==> config.mk <==
export PLATFORM = sky130hd
export DESIGN_NAME = bmp_plot_reader
export DESIGN_NICKNAME = d
export VERILOG_FILES = /design/src/rtl/bmp_plot_reader.sv
export SDC_FILE = /design/constraint.sdc
export NUM_CORES = 1
export LEC_CHECK = 0
export ABC_AREA = 1
export BUFFER_PORTS_ARGS = -buffer_cell sky130_fd_sc_hd__buf_2
export CAP_MARGIN = 20
export CORE_MARGIN = 2
export CORE_UTILIZATION = 40
export CTS_CLUSTER_SIZE = 14
export DETAILED_ROUTE_END_ITERATION = 8
export SYNTH_ARGS = -nofsm -noshare
export SYNTH_HDL_FRONTEND = slang
export SYNTH_SLANG_ARGS = --single-unit
==> constraint.sdc <==
create_clock -name clk -period 4.8 [get_ports clk]
set_input_delay 0.48 -clock clk [delete_from_list [all_inputs] [get_ports clk]]
set_output_delay 0.48 -clock clk [all_outputs]
set_load 0.03 [all_outputs]
==> src/rtl/bmp_plot_reader.sv <==
// Streaming 24-bit BMP decoder: parses the 54-byte header, then plots each BGR pixel as a 3-bit colour.
// Optional build macro BMP_PLOT_TRANSPARENT_EN suppresses the plot strobe for black pixels.
module bmp_plot_reader #(
    parameter int MAX_W = 336,
    parameter int MAX_H = 210
) (
    input  logic       clk,
    input  logic       reset,
    input  logic       start,
    input  logic [7:0] in_data,
    input  logic       in_valid,
    output logic       in_ready,
    output logic [9:0] x,
    output logic [8:0] y,
    output logic [2:0] color,
    output logic       plot,
    output logic       done,
    output logic       error
);

    typedef enum logic [2:0] {S_HEADER, S_PIXEL, S_PAD, S_DONE, S_ERROR} state_t;

    state_t      state_q, state_d;
    logic        rdy_q;
    logic [5:0]  hcnt;
    logic [1:0]  comp;
    logic [1:0]  pcnt;
    logic [9:0]  col;
    logic [8:0]  row;
    logic [15:0] sig, planes, bpp;
    logic [31:0] off, w, h;
    logic        b7, g7;
    logic        acc, hdr_ok, last_col, last_row;
    logic [1:0]  pad;
    logic [2:0]  pix_color;

    function automatic logic [2:0] bgr_to_rgb3(input logic r, input logic g, input logic b);
        return {r, g, b};
    endfunction

    assign acc       = in_valid && rdy_q;
    // (4 - 3W mod 4) mod 4 reduces to W mod 4
    assign pad       = w[1:0];
    assign last_col  = (col == w[9:0] - 10'd1);
    assign last_row  = (row == h[8:0] - 9'd1);
    assign pix_color = bgr_to_rgb3(in_data[7], g7, b7);
    assign hdr_ok    = (sig == 16'h4D42) && (off == 32'd54) && (planes == 16'd1) &&
                       (bpp == 16'd24) && (w != 32'd0) && (w <= 32'(MAX_W)) &&
                       (h != 32'd0) && (h <= 32'(MAX_H));

    assign in_ready = rdy_q;
    assign done     = (state_q == S_DONE);
    assign error    = (state_q == S_ERROR);

    always_comb begin
        state_d = state_q;
        case (state_q)
            S_HEADER: if (acc && hcnt == 6'd53) state_d = hdr_ok ? S_PIXEL : S_ERROR;
            S_PIXEL: begin
                if (acc && comp == 2'd2 && last_col) begin
                    if (pad != 2'd0)   state_d = S_PAD;
                    else if (last_row) state_d = S_DONE;
                end
            end
            S_PAD:   if (acc && pcnt == pad - 2'd1 && last_row) state_d = S_DONE;
                     else if (acc && pcnt == pad - 2'd1) state_d = S_PIXEL;
            S_DONE, S_ERROR: if (start) state_d = S_HEADER;
            default: state_d = S_HEADER;
        endcase
    end

    // Control and registered plot outputs
    always_ff @(posedge clk) begin
        if (reset) begin
            state_q <= S_HEADER;
            rdy_q   <= 1'b0;
            hcnt    <= '0;
            comp    <= '0;
            pcnt    <= '0;
            col     <= '0;
            row     <= '0;
            plot    <= 1'b0;
            x       <= '0;
            y       <= '0;
            color   <= '0;
        end else begin
            state_q <= state_d;
            rdy_q   <= (state_d == S_HEADER) || (state_d == S_PIXEL) || (state_d == S_PAD);
            plot    <= 1'b0;
            if (acc) begin
                case (state_q)
                    S_HEADER: begin
                        hcnt <= (hcnt == 6'd53) ? 6'd0 : hcnt + 6'd1;
                        comp <= '0;
                        pcnt <= '0;
                        col  <= '0;
                        row  <= '0;
                    end
                    S_PIXEL: begin
                        if (comp == 2'd2) begin
                            comp  <= '0;
`ifdef BMP_PLOT_TRANSPARENT_EN
                            plot  <= (pix_color != 3'b000);
`else
                            plot  <= 1'b1;
`endif
                            x     <= col;
                            y     <= h[8:0] - 9'd1 - row;
                            color <= pix_color;
                            if (last_col) begin
                                col <= '0;
                                if (pad == 2'd0 && !last_row) row <= row + 9'd1;
                            end else begin
                                col <= col + 10'd1;
                            end
                        end else begin
                            comp <= comp + 2'd1;
                        end
                    end
                    S_PAD: begin
                        if (pcnt == pad - 2'd1) begin
                            pcnt <= '0;
                            if (!last_row) row <= row + 9'd1;
                        end else begin
                            pcnt <= pcnt + 2'd1;
                        end
                    end
                    default: ;
                endcase
            end
            if ((state_q == S_DONE || state_q == S_ERROR) && start) begin
                hcnt <= '0;
                comp <= '0;
                pcnt <= '0;
                col  <= '0;
                row  <= '0;
            end
        end
    end

    // Header fields shift in little-endian; colour MSBs held until the R byte
    always_ff @(posedge clk) begin
        if (acc && state_q == S_HEADER) begin
            case (hcnt)
                6'd0, 6'd1:                 sig    <= {in_data, sig[15:8]};
                6'd10, 6'd11, 6'd12, 6'd13: off    <= {in_data, off[31:8]};
                6'd18, 6'd19, 6'd20, 6'd21: w      <= {in_data, w[31:8]};
                6'd22, 6'd23, 6'd24, 6'd25: h      <= {in_data, h[31:8]};
                6'd26, 6'd27:               planes <= {in_data, planes[15:8]};
                6'd28, 6'd29:               bpp    <= {in_data, bpp[15:8]};
                default: ;
            endcase
        end
        if (acc && state_q == S_PIXEL) begin
            if (comp == 2'd0) b7 <= in_data[7];
            if (comp == 2'd1) g7 <= in_data[7];
        end
    end

endmodule

==> out/metrics.yaml <==
critical_path:
  cp_data_arrival_time_ps: 3100
  cp_slowest_cell: "edfxtp_1"
  path_cells: "inv_1, ha_1, nand2_1, xor2_1, ha_1, nand2_1, inv_1, nand3_1, nor2_1, nand3_2, a21oi_1, nor3_4, nand2_4, clkinv_2, nor2_1, nor2_1"
  cp_top_family: "simple AND/OR/NAND/NOR gates"
  worstPathRequired_ps: 5200
  r2r_slack_ps: 2100
  worst-path-max-fanout: 10
  cpMostUsedCell: "nor2_1"
  critical_path.endpoint_type: "flop"
  cp-start-kind: "flop"
  max_stage_delay_ps: 400
  path_class: "flop to flop"
  crit_buf_inv: 3
drt:
  drt_iter0_markers: 311
  post_drt_via_cell_ratio: 4.70
  firstDrtPassIters: 4
  vias: 5566
  antenna_left: 0
  wl_per_cell_um: 13.6
  routed_wl_um: 16100
  drc: 0
power:
  power-per-cell-area_mw_per_mm2: 367
  p_leak_nw: 3.73
  ir_drop_uv: 360
floorplanning:
  dieWidth_um: 150
  fp.dieH_um: 150
  fp-row-count: 53
  dieArea_mm2: 0.0226
  start_util_pct: 40.7
  ios: 38
  coreArea_mm2: 0.0210
place:
  dp_hpwl_um: 11100
  place_congestion: 0.843
  portBuffers: 37
  place_area_mm2: 0.00910
  pre_cts_ws_ps: 2090
synth:
  synth_cell_types: 36
  ys_ff_latch: 202
  synth_top_area_cell: "edfxtp_1"
  syn-num-nets: 867
  synth_cells: 837
  synth.avg_cell_area_um2: 10.2
  synth.area.top_cells: "edfxtp_1 51%, dfxtp_1 13%, nor2_1 6.9%"
  syn_area_mm2: 0.00855
  synth_top_area_share_pct: 51.3
  synth-seq-area-share_pct: 64.4
  yosys_warnings: 0
finish:
  final_common_cell: "nor2_1"
  syn_to_final_growth_pct: 15.3
  drive_gt1_share_pct: 11.4
  postLayoutCellArea_mm2: 0.00986
  antenna_cells: 0
  fill_cells: 1950
  finalCoreUtilization_pct: 46.9
  nNetsFinal: 923
  final_cell_mix: "157 x nor2_1, 146 x edfxtp_1, 139 x nand2_1, 94 x inv_1, 56 x dfxtp_1"
clock_network:
  htree_num_levels: 1
  clock-root-buffer: "clkbuf_16"
  path_clk_slew_ps: 60
  post_cts_resized: 0
  cts_tree: "built"
  post-cts-setup-buffers: 0
  ctsLongestPathBuffers: 3
  clock_latency_ps: 510
  postCtsHoldBufs: 0
  clock_sinks: 202
  cts_buffers: 22
run:
  cap_violations: 0
grt:
  antenna_found_initial: 0
  gr-total-overflow: 0
  grt_usage_pct: 14.6
  grt_pass1_wl_um: 26100
  grt_max_degree: 37
  grt_pass1_vias: 5335
timing:
  hold_viol_final: 0
  maxSlewViolCount: 0
  rsz0062_at_grt: "false"
  min_period_ps: 2700
  finalCritPeriodShare_pct: 56.2
  setup_slack_ps: 2100
  fin_skew_ps: 9.77
  setup_tns_ps: 0
  relSlewSlack_pct: 34.0
  worstMarginPinSlew_ps: 987
  setup_violations: 0
  fmax_mhz: 371
outcome:
  status: "finished clean"
worst_hold_path:
  hold_class: "input port to flop"
[worst paths after layout]
kind,endpoint,startpoint,depth (start not counted)
worst max register to register,row[2]$_SDFFE_PP0P_,h[0]$_DFFE_PP_,16
worst max-delay path,row[2]$_SDFFE_PP0P_,h[0]$_DFFE_PP_,16
worst min register to register,h[14]$_DFFE_PP_,h[22]$_DFFE_PP_,0
worst min-delay path,off[25]$_DFFE_PP_,in_data[1],1
[cell usage after synthesis]
library cell / count
xor2_1: 21
nor2_1: 157
a21oi_1: 46
clkbuf_1: 8
clkinv_2: 1
o221ai_1: 1
nor2_4: 2
nor4_1: 2
clkbuf_2: 1
dfxtp_1: 56
nor3_1: 18
o21ai_0: 34
nor2_2: 5
nand3b_1: 5
a21oi_2: 1
nand2_4: 2
buf_2: 1
nor3_2: 1
nand2_2: 2
xnor2_1: 8
o211ai_1: 2
ha_1: 17
inv_1: 94
fa_1: 1
nand2_1: 139
edfxtp_1: 146
a211oi_1: 2
or2_2: 1
inv_2: 3
nand3_2: 2
nand4_1: 15
nor3b_1: 2
nor3_4: 1
o21ai_2: 1
nand3_1: 36
o21ai_1: 3
[registers in the layout (all words and copies together) (netlist names), 6 cells and up]
| signal | count |
|---|---|
| y | 9 |
| col | 10 |
| row | 9 |
| x | 10 |
| off | 32 |
| sig | 16 |
| h | 32 |
| w | 32 |
| planes | 16 |
| bpp | 16 |
| hcnt | 6 |
[final cells by class]
cell class	count	area [um^2]	area share [%]
Multi-Input combinational cell	527	2680	27.1
Timing Repair Buffer	42	230	2.33
Clock buffer	34	667	6.76
Clock inverter	6	70.1	0.710
Sequential cell	202	5510	55.8
Inverter	98	369	3.74
Tap cell	275	344	3.49
[metrics by stage]
step | cells | power [mW] | hold WS, ps
finish | 1184 | 3.62 | 291
CTS | 1182 | 3.66 | 292
detailed placement | 1142 | 1.98 | 433
global route | 1184 | 3.74 | 279
global placement | 1142 | 1.98 | 429
floorplan | 837 | 1.95 | 426
[power breakdown]
part,total (mW),internal [mW],switching [mW]
combinational,0.0726,0.0200,0.0527
clock,1.67,1.01,0.661
sequential,1.87,1.87,0.00688
[routing by layer]
layer / wire, um / part of all wire, % / global-route usage (%)
met4: 374 / 2.3 / 3.77
met3: 630 / 3.9 / 2.76
met5: 0 / 0 / 0
met2: 7550 / 47 / 25.1
met1: 7590 / 47 / 19.2
[cell families after synthesis]
family,after synthesis,share of synthesized area [%]
DFF,202,64.4
adders and majority gates,18,2.72
AOI/OAI and AO/OA,90,5.51
buffers and inverters,108,4.78
xor gates and xnor gates,29,2.97
and+or+nand+nor,390,19.7
Power figures use the tool's default switching activity.
